`config.mk`:
```
export PLATFORM = sky130hd
export DESIGN_NAME = mem_arbiter
export DESIGN_NICKNAME = d
export VERILOG_FILES = /design/src/rtl/cpu_types_pkg.sv /design/src/rtl/mem_arbiter.sv
export SDC_FILE = /design/constraint.sdc
export NUM_CORES = 1
export LEC_CHECK = 0
export CORE_UTILIZATION = 43
export DETAILED_ROUTE_END_ITERATION = 10
export GPL_ROUTABILITY_DRIVEN = 0
export PLACE_DENSITY = 0.85
export SLEW_MARGIN = 25
export SYNTH_ARGS = -nofsm -noshare
export SYNTH_HDL_FRONTEND = slang
export SYNTH_SLANG_ARGS = --single-unit
```
`constraint.sdc`:
```
create_clock -name CLK -period 3.91 [get_ports CLK]
set_input_delay 0.782 -clock CLK [delete_from_list [all_inputs] [get_ports CLK]]
set_output_delay 0.782 -clock CLK [all_outputs]
set_load 0.05 [all_outputs]
```
`src/rtl/cpu_types_pkg.sv`:
```
// Shared CPU types: machine word and RAM handshake state.
// Used by the memory arbiter and its RAM-side neighbours.
package cpu_types_pkg;

    typedef logic [31:0] word_t;

    typedef enum logic [1:0] {
        FREE,
        BUSY,
        ACCESS,
        ERROR
    } ramstate_t;

endpackage

```
`src/rtl/mem_arbiter.sv`:
```
// Arbitrates one RAM port between instruction fetch and data access.
// Ports: CLK/nRST; iREN/iaddr -> iload/ihit; dREN/dWEN/daddr/dstore ->
// dload/dhit/derr; ramREN/ramWEN/ramaddr/ramstore <- ramload/ramstate.
module mem_arbiter
    import cpu_types_pkg::*;
#(
    parameter int MAX_RETRY  = 3,
    parameter int STARVE_LIM = 2
) (
    input  logic      CLK,
    input  logic      nRST,
    input  logic      iREN,
    input  word_t     iaddr,
    output word_t     iload,
    output logic      ihit,
    input  logic      dREN,
    input  logic      dWEN,
    input  word_t     daddr,
    input  word_t     dstore,
    output word_t     dload,
    output logic      dhit,
    output logic      derr,
    output logic      ramREN,
    output logic      ramWEN,
    output word_t     ramaddr,
    output word_t     ramstore,
    input  word_t     ramload,
    input  ramstate_t ramstate
);

    typedef enum logic [1:0] {
        IDLE,
        DGRANT,
        IGRANT,
        RESP
    } state_t;

    localparam int RW = (MAX_RETRY < 2) ? 1 : $clog2(MAX_RETRY + 1);
    localparam int SW = (STARVE_LIM < 2) ? 1 : $clog2(STARVE_LIM + 1);
    // The ERROR that arrives while retry_cnt holds this value is the last one tolerated.
    localparam logic [RW-1:0] RETRY_LAST = (MAX_RETRY < 1) ? '0 : RW'(MAX_RETRY - 1);
    localparam logic [SW-1:0] STARVE_MAX = SW'(STARVE_LIM);

    state_t          state;
    word_t           addr_q;
    word_t           store_q;
    logic            wr_q;
    logic            data_q;
    logic            err_q;
    logic [RW-1:0]   retry_cnt;
    logic [SW-1:0]   starve_cnt;
    word_t           iload_q;
    word_t           dload_q;

    logic            dreq;
    logic            starved;

    assign dreq    = dREN | dWEN;
    assign starved = (starve_cnt == STARVE_MAX) && iREN;

    always_ff @(posedge CLK) begin
        if (!nRST) begin
            state      <= IDLE;
            addr_q     <= '0;
            store_q    <= '0;
            wr_q       <= 1'b0;
            data_q     <= 1'b0;
            err_q      <= 1'b0;
            retry_cnt  <= '0;
            starve_cnt <= '0;
            iload_q    <= '0;
            dload_q    <= '0;
        end else begin
            unique case (state)
                IDLE: begin
                    if (dreq && !starved) begin
                        state     <= DGRANT;
                        addr_q    <= daddr;
                        store_q   <= dstore;
                        wr_q      <= dWEN;
                        data_q    <= 1'b1;
                        err_q     <= 1'b0;
                        retry_cnt <= '0;
                        // Count data wins over a waiting fetch; saturates at the limit.
                        if (!iREN)
                            starve_cnt <= '0;
                        else if (starve_cnt != STARVE_MAX)
                            starve_cnt <= starve_cnt + 1'b1;
                    end else if (iREN) begin
                        state      <= IGRANT;
                        addr_q     <= iaddr;
                        store_q    <= '0;
                        wr_q       <= 1'b0;
                        data_q     <= 1'b0;
                        err_q      <= 1'b0;
                        retry_cnt  <= '0;
                        starve_cnt <= '0;
                    end
                end
                DGRANT, IGRANT: begin
                    unique case (ramstate)
                        ACCESS: begin
                            state <= RESP;
                            if (data_q)
                                dload_q <= ramload;
                            else
                                iload_q <= ramload;
                        end
                        ERROR: begin
                            retry_cnt <= retry_cnt + 1'b1;
                            if (retry_cnt == RETRY_LAST) begin
                                state <= RESP;
                                err_q <= 1'b1;
                                if (!data_q)
                                    iload_q <= '1;
                            end
                        end
                        default: ;
                    endcase
                end
                RESP: state <= IDLE;
                default: state <= IDLE;
            endcase
        end
    end

    assign ramaddr  = addr_q;
    assign ramstore = store_q;
    assign ramREN   = nRST && ((state == IGRANT) ||
                               ((state == DGRANT) && !wr_q));
    assign ramWEN   = nRST && (state == DGRANT) && wr_q;
    assign ihit     = nRST && (state == RESP) && !data_q;
    assign dhit     = nRST && (state == RESP) && data_q;
    assign derr     = dhit && err_q;
    assign iload    = iload_q;
    assign dload    = dload_q;

endmodule

```
==> results.json, run 1 <==
{
  "max-cap-violations": 0,
  "worstPathArrival_ns": 2.34,
  "setup_viol": 0,
  "crit_path_end_kind": "output pin",
  "comb_power_share": 0.418,
  "cells_on_worst_hold_path": 2,
  "clock_tree.buffer_depth": 2,
  "max_stage_delay_ns": 0.84,
  "cts-root-buf": "clkbuf_16",
  "cts.sink_count": 137,
  "synth.area.top_cells": "dfxtp_1 (52%), o221a_1 (6.3%), mux2i_1 (6.0%), nand2_1 (5.0%), a22oi_1 (4.7%)",
  "p_int_mw": 3.92,
  "outcome": "finished clean",
  "cellPowerDensity_mw_per_mm2": 744,
  "routed-via-count": 5044,
  "regToRegStartpoint": "state[1]",
  "seq_power_share": 0.291,
  "drc": 0,
  "netlist_instances": 534,
  "multi_input_comb_area_sq_mm": 0.00236,
  "cts_tree": "done",
  "timing.setup.critical_path_class": "register to output pin",
  "worst_setup_path_endpoint": "ramREN",
  "total_leakage_power_nw": 3.24,
  "finalNetCount": 925,
  "postCtsResizedCells": 0,
  "numPortBuffers": 267,
  "path_delay_family": "buffers and inverters",
  "postCtsSetupRepairBufs": 0,
  "postSynthRegisterBits": 137,
  "switchingPower_mw": 2.61,
  "dp_hpwl_um": 11600,
  "grt_antenna_before_repair": 0,
  "power_mw": 6.53,
  "clk_latency_ns": 0.41,
  "netlist-cell-type-count": 36,
  "critical_path.startpoint": "state[1]",
  "worstPathMaxFanout": 4,
  "synth_seq_area_share": 0.515,
  "worstPathRequired_ns": 3.13,
  "worst-r2r-cell-count": 5,
  "die_area_sq_mm": 0.0128,
  "detail_route.vias_per_cell": 5.23,
  "timing.setup.tns_ns": 0,
  "critical_path_cell_count": 5,
  "post_cts_clock_slew_at_the_launch_and_capture_registers_of_the_worst_setup_and_hold_paths_ns": 0.06,
  "crit_buf_inv": 2,
  "slew_headroom": 0.440,
  "floorplan.core_area_sq_mm": 0.0121,
  "finalCritPeriodShare": 0.797,
  "hold_buffers": 0,
  "worst-r2r-setup-slack_ns": 1.59,
  "power.share.switching": 0.400,
  "worstPathCellList": "inv_1 > ha_1 > nor2b_1 > o21a_1 > clkdlybuf4s50_1",
  "top_level_ports": 268,
  "fin_worst_hold_slack_ns": 0.465,
  "final_layout_size_suffix_gt1_frac": 0.0653,
  "first_pass_grt_wire_length_um": 25900,
  "placed_cells": 931,
  "layout.filler_cells": 830,
  "rsz_0062_raised_after_global_routing": "no",
  "finish.utilization": 0.728,
  "timing.rr.end": "iload[19]",
  "synth_largest_area_cell": "dfxtp_1",
  "min-delay-path-class": "register to register",
  "final_cell_count_no_fill": 964,
  "layout-area-overhead-vs-synth_pct": 65.0,
  "grt_remaining_overflow": 0,
  "netlist_area_sq_mm": 0.00532,
  "antenna_cells": 0,
  "first_global_vias": 4971,
  "synthesis.nets": 676,
  "ys_warnings": 0,
  "layout_min_cycle_time_ns": 3.12,
  "critical_path.startpoint_type": "register",
  "final_hold_viol_count": 0,
  "worst_slew_pin_slew_ns": 0.838,
  "synth_largest_type_area_fraction": 0.515,
  "wl_per_cell_um": 17.2,
  "vert_die_dim_um": 113,
  "drtIter0Drc": 466,
  "total_clock_buffers_created_by_cts": 17,
  "die_width_um": 113,
  "num_rows": 40,
  "cp_slowest_cell": "clkdlybuf4s50_1",
  "vdd_ir_drop_max_mv": 0.526,
  "number_of_h_tree_levels": 4,
  "grt_max_degree": 91,
  "pwr-share-clk": 0.291,
  "maxClockFrequency_ghz": 0.321,
  "final-max-slew-violation-count": 0,
  "grtUsageTotal": 0.262,
  "avgSynthCellArea_sq_um": 9.97,
  "finalClockSkew_ns": 0.00629,
  "initial_core_util": 0.441,
  "register_area_sq_mm": 0.00274,
  "drtAntennaViolNets": 0,
  "drt_pass1_iterations": 5,
  "final_wirelength_um": 16600
}
## state kept, by name (all words and copies together), names as in the netlist, 2 cells and up
name and flops:
ramstore 32, starve_cnt 2, retry_cnt 2, iload 32, state 2, ramaddr 32
dload 32
## per-stage QoR
step                      setup slack, ns  instance area [sq um]
after global routing                0.716                   8780
after detailed placement             1.04                   8060
final                               0.792                   8780
after floorplan                      1.10                   5320
after CTS                           0.779                   8770
after global placement               1.10                   8060
## layout make-up
class                           instances  area share
Sequential cell                       137       0.312
Timing Repair Buffer                  275       0.311
Multi-Input combinational cell        344       0.269
Clock buffer                           18      0.0500
Clock inverter                         14      0.0301
Tap cell                              168      0.0239
Inverter                                8     0.00342
## kinds of logic (layout without fill, tap and decap cells)
logic type | count (synthesis) | count (layout) | share of synthesized area
simple gates | 129 | 129 | 0.121
flops | 137 | 137 | 0.515
compound gates | 176 | 176 | 0.240
mux | 32 | 32 | 0.0602
fa+ha+maj | 7 | 7 | 0.0165
buf+inv | 53 | 315 | 0.0477
## power by group through the flow
stage,registers (mW),clock network [mW],logic [mW]
2_1_floorplan,2.88,0,0.804
3_3_place_gp,1.90,0,2.65
3_5_place_dp,1.92,0,2.71
4_1_cts,1.89,1.93,2.73
5_1_grt,1.93,1.99,2.88
6_report,1.90,1.90,2.73
## synth_stat cells
master     count
nand2_1       71
a32oi_1        1
o211ai_1       1
or3_1          1
a21oi_1       36
o21a_1         1
nand4b_1       1
inv_1          8
o32ai_1        1
nor2_4         1
ha_1           7
a22oi_1       33
a21boi_0      28
nand3_1        3
nand2b_1       3
nor4b_1        1
nor2_2         1
clkbuf_1      23
o211a_1        3
o221a_1       30
buf_4          4
nor3_2         2
a21boi_1       5
dfxtp_1      137
o221a_2        2
nor2_1         3
o21ai_0       34
buf_1          1
nor3b_2        1
buf_2         14
and2_1         2
and3_1         2
buf_6          3
nor2b_1       37
o2bb2ai_1      1
mux2i_1       32
## tightest hold or removal path, stage by stage (launching register included)
cell      delay, ns
dfxtp_1        0.31
nand2_1        0.05
a21boi_0       0.06
## layer usage
layer | wire length (um) | GRT usage | vias up
li1 | - | - | 2415
met1 | 6510 | 0.300 | 2356
met2 | 8270 | 0.448 | 242
met3 | 1400 | 0.0836 | 31
met4 | 424 | 0.114 | 0
met5 | 0 | 0 | -
## cell usage in the layout (no fill, tap or decap), types with 3 or more instances in the layout
cell type / netlist / final
clkdlybuf4s50_1: 0 / 264
dfxtp_1: 137 / 137
nand2_1: 71 / 71
nor2b_1: 37 / 37
a21oi_1: 36 / 36
o21ai_0: 34 / 34
a22oi_1: 33 / 33
mux2i_1: 32 / 32
o221a_1: 30 / 30
a21boi_0: 28 / 28
clkbuf_16: 0 / 17
buf_4: 4 / 10
inv_1: 8 / 8
ha_1: 7 / 7
bufinv_16: 0 / 7
a21boi_1: 5 / 5
nor2_1: 3 / 3
nand2b_1: 3 / 3
nand3_1: 3 / 3
o211a_1: 3 / 3
inv_6: 0 / 3
## how the worst min path moves through the flow
stage / from / end / slack (ns)
2_1_floorplan: starve_cnt[0] / starve_cnt[0] / 0.44
3_3_place_gp: dload[5] / dload[5] / 0.44
3_5_place_dp: dload[5] / dload[5] / 0.45
4_1_cts: dload[17] / dload[17] / 0.47
5_1_grt: starve_cnt[0] / starve_cnt[0] / 0.48
6_report: starve_cnt[0] / starve_cnt[0] / 0.47
No activity file was read; power rests on OpenSTA's default activity.
==> run 2: changes to the inputs <==
--- a/config.mk
+++ b/config.mk
@@ -5,10 +5,10 @@
 export SDC_FILE = /design/constraint.sdc
 export NUM_CORES = 1
 export LEC_CHECK = 0
-export CORE_UTILIZATION = 43
+export CORE_UTILIZATION = 40
 export DETAILED_ROUTE_END_ITERATION = 10
 export GPL_ROUTABILITY_DRIVEN = 0
-export PLACE_DENSITY = 0.85
+export PLACE_DENSITY = 0.8
 export SLEW_MARGIN = 25
 export SYNTH_ARGS = -nofsm -noshare
 export SYNTH_HDL_FRONTEND = slang
==> constraint.sdc (replaced) <==
create_clock -name CLK -period 2.95 [get_ports CLK]
set_input_delay 0.59 -clock CLK [delete_from_list [all_inputs] [get_ports CLK]]
set_output_delay 0.59 -clock CLK [all_outputs]
set_load 0.05 [all_outputs]
==> run 2 against run 1 <==
Sequential share of layout area is 0.14 points higher. Worst setup slack got worse by 0.032 ns. Cell count increased by 0.62%. Die area is 7.4% higher. Global-route usage is 2.7 points lower. Critical path type unchanged. Sequential power is 32% higher. Worst hold slack got worse by 0.012 ns. Clock power increased by 9%. Power rose by 25%. Via count down 0.79%. Critical endpoint is now ramstore[29]. Non-clock buffer count up 3.
==> results.json, run 2 (synthesis gave the netlist of run 1 again) <==
{
  "num_rows": 41,
  "leading_cell_type_in_the_layout_fill_and_taps_excluded": "clkdlybuf4s50_1",
  "worstPathArrival_ns": 1.60,
  "grt_util_met3": 0.0730,
  "clock_tree.buffer_depth": 2,
  "clk_latency_ns": 0.41,
  "finalNetCount": 928,
  "finalCritPeriodShare": 0.742,
  "final_wirelength_um": 15800,
  "p_int_mw": 4.86,
  "detail_route.vias_per_cell": 5.16,
  "die_area_sq_mm": 0.0138,
  "pre_cts_ws_ns": 0.587,
  "postCtsResizedCells": 0,
  "floorplan.core_area_sq_mm": 0.0128,
  "cts_tree": "done",
  "max_stage_delay_ns": 0.85,
  "hold_buffers": 0,
  "initial_core_util": 0.417,
  "drt_pass1_iterations": 6,
  "total_clock_buffers_created_by_cts": 17,
  "top_level_ports": 268,
  "critical_path.startpoint_type": "register",
  "drtIter0Drc": 357,
  "layout-area-overhead-vs-synth_pct": 64.3,
  "timing.setup.tns_ns": 0,
  "crit_path_end_kind": "output pin",
  "pwr-share-clk": 0.254,
  "routed-via-count": 5004,
  "power.share.switching": 0.407,
  "worst_slew_pin_slew_ns": 0.602,
  "grtUsageTotal": 0.235,
  "first_pass_grt_wire_length_um": 25400,
  "vert_die_dim_um": 117,
  "global_route.usage.met1": 0.257,
  "cp_slowest_cell": "clkdlybuf4s50_1",
  "max-cap-violations": 0,
  "numPortBuffers": 267,
  "number_of_h_tree_levels": 4,
  "wl_per_cell_um": 16.3,
  "min-delay-path-class": "register to register",
  "antenna_cells": 0,
  "maxClockFrequency_ghz": 0.457,
  "placed_cells": 939,
  "seq_power_share": 0.305,
  "outcome": "finished clean",
  "finalClockSkew_ns": 0.00514,
  "grt_remaining_overflow": 0,
  "vdd_ir_drop_max_mv": 0.467,
  "grt_antenna_before_repair": 0,
  "globalRouteMet2Util": 0.412,
  "layout_min_cycle_time_ns": 2.19,
  "post_cts_clock_slew_at_the_launch_and_capture_registers_of_the_worst_setup_and_hold_paths_ns": 0.06,
  "cts-root-buf": "clkbuf_16",
  "worstPathRequired_ns": 2.36,
  "die_width_um": 117,
  "final_layout_size_suffix_gt1_frac": 0.0652,
  "drc": 0,
  "comb_power_share": 0.441,
  "setup_viol": 0,
  "switchingPower_mw": 3.33,
  "dp_hpwl_um": 11300,
  "slew_headroom": 0.599,
  "final-max-slew-violation-count": 0,
  "drtAntennaViolNets": 0,
  "timing.setup.critical_path_class": "register to output pin",
  "rsz_0062_raised_after_global_routing": "no",
  "worstPathCellList": "clkdlybuf4s50_1",
  "cellPowerDensity_mw_per_mm2": 937,
  "grt_max_degree": 72,
  "final_hold_viol_count": 0,
  "worstPathMaxFanout": 2,
  "postCtsSetupRepairBufs": 0,
  "mostFrequentLayoutCells": "clkdlybuf4s50_1 (261), dfxtp_1 (137), nand2_1 (71), nor2b_1 (37), a21oi_1 (36)",
  "path_delay_family": "buffers and inverters",
  "first_global_vias": 4989,
  "crit_buf_inv": 1,
  "top_usage_layer": "met2",
  "final_cell_count_no_fill": 970,
  "finalWorstSetupSlack_ns": 0.760,
  "cts.sink_count": 137,
  "total_leakage_power_nw": 3.22
}
[run 2: cell types whose count changed in the layout (fill, tap and decap cells not counted)]
cell             previous run  this run
buf_8                       1         0
clkinv_4                    2         1
or3_1                       0         1
clkdlybuf4s50_1           264       261
or3_2                       1         0
inv_6                       3         0
clkbuf_1                    0         4
bufinv_16                   7         3
clkinv_2                    2         5
buf_12                      0         6
buf_4                      10        11
[run 2: metal layers]
| metal | share of wire | wire, um |
|---|---|---|
| met2 | 0.51 | 8030 |
| met4 | 0.029 | 459 |
| met3 | 0.072 | 1140 |
| met5 | 0 | 0 |
| met1 | 0.39 | 6150 |
[run 2: final timing paths]
kind,depth (start not counted),startpoint,slack (ns),to
max,1,ramstore[29],0.76,ramstore[29]
min,2,dload[2],0.45,dload[2]
max reg2reg,6,state[0],0.91,iload[19]
min reg2reg,2,dload[2],0.45,dload[2]
[run 2: final cells by class]
| type | instances | area (sq um) |
|---|---|---|
| timing repair buffer | 278 | 2820 |
| clock buffer | 22 | 454 |
| tap | 172 | 215 |
| clock inverter | 9 | 124 |
| inverter | 8 | 30.0 |
| fill | 971 | 4030 |
| multi-input combinational | 344 | 2360 |
| sequential | 137 | 2740 |
[run 2: power by group through the flow]
stage / sequential (mW) / clock (mW) / combinational (mW)
2_1_floorplan: 3.82 / 0 / 1.07
3_3_place_gp: 2.51 / 0 / 3.54
3_5_place_dp: 2.53 / 0 / 3.61
4_1_cts: 2.50 / 2.12 / 3.63
5_1_grt: 2.55 / 2.22 / 3.81
6_report: 2.50 / 2.08 / 3.61
[run 2: tightest hold or removal path, cell delays in order (launching register included)]
cell      delay, ns
dfxtp_1        0.31
nand2_1        0.05
a21boi_1       0.05
[run 2: through the flow]
step	hold WS (ns)	util	total power, mW	instance area (sq um)
after floorplan	0.441	-	4.89	5320
after global placement	0.444	0.639	6.05	8170
after detailed placement	0.446	0.639	6.14	8170
after CTS	0.453	0.685	8.25	8740
after global routing	0.474	0.685	8.57	8740
final	0.453	0.685	8.19	8740
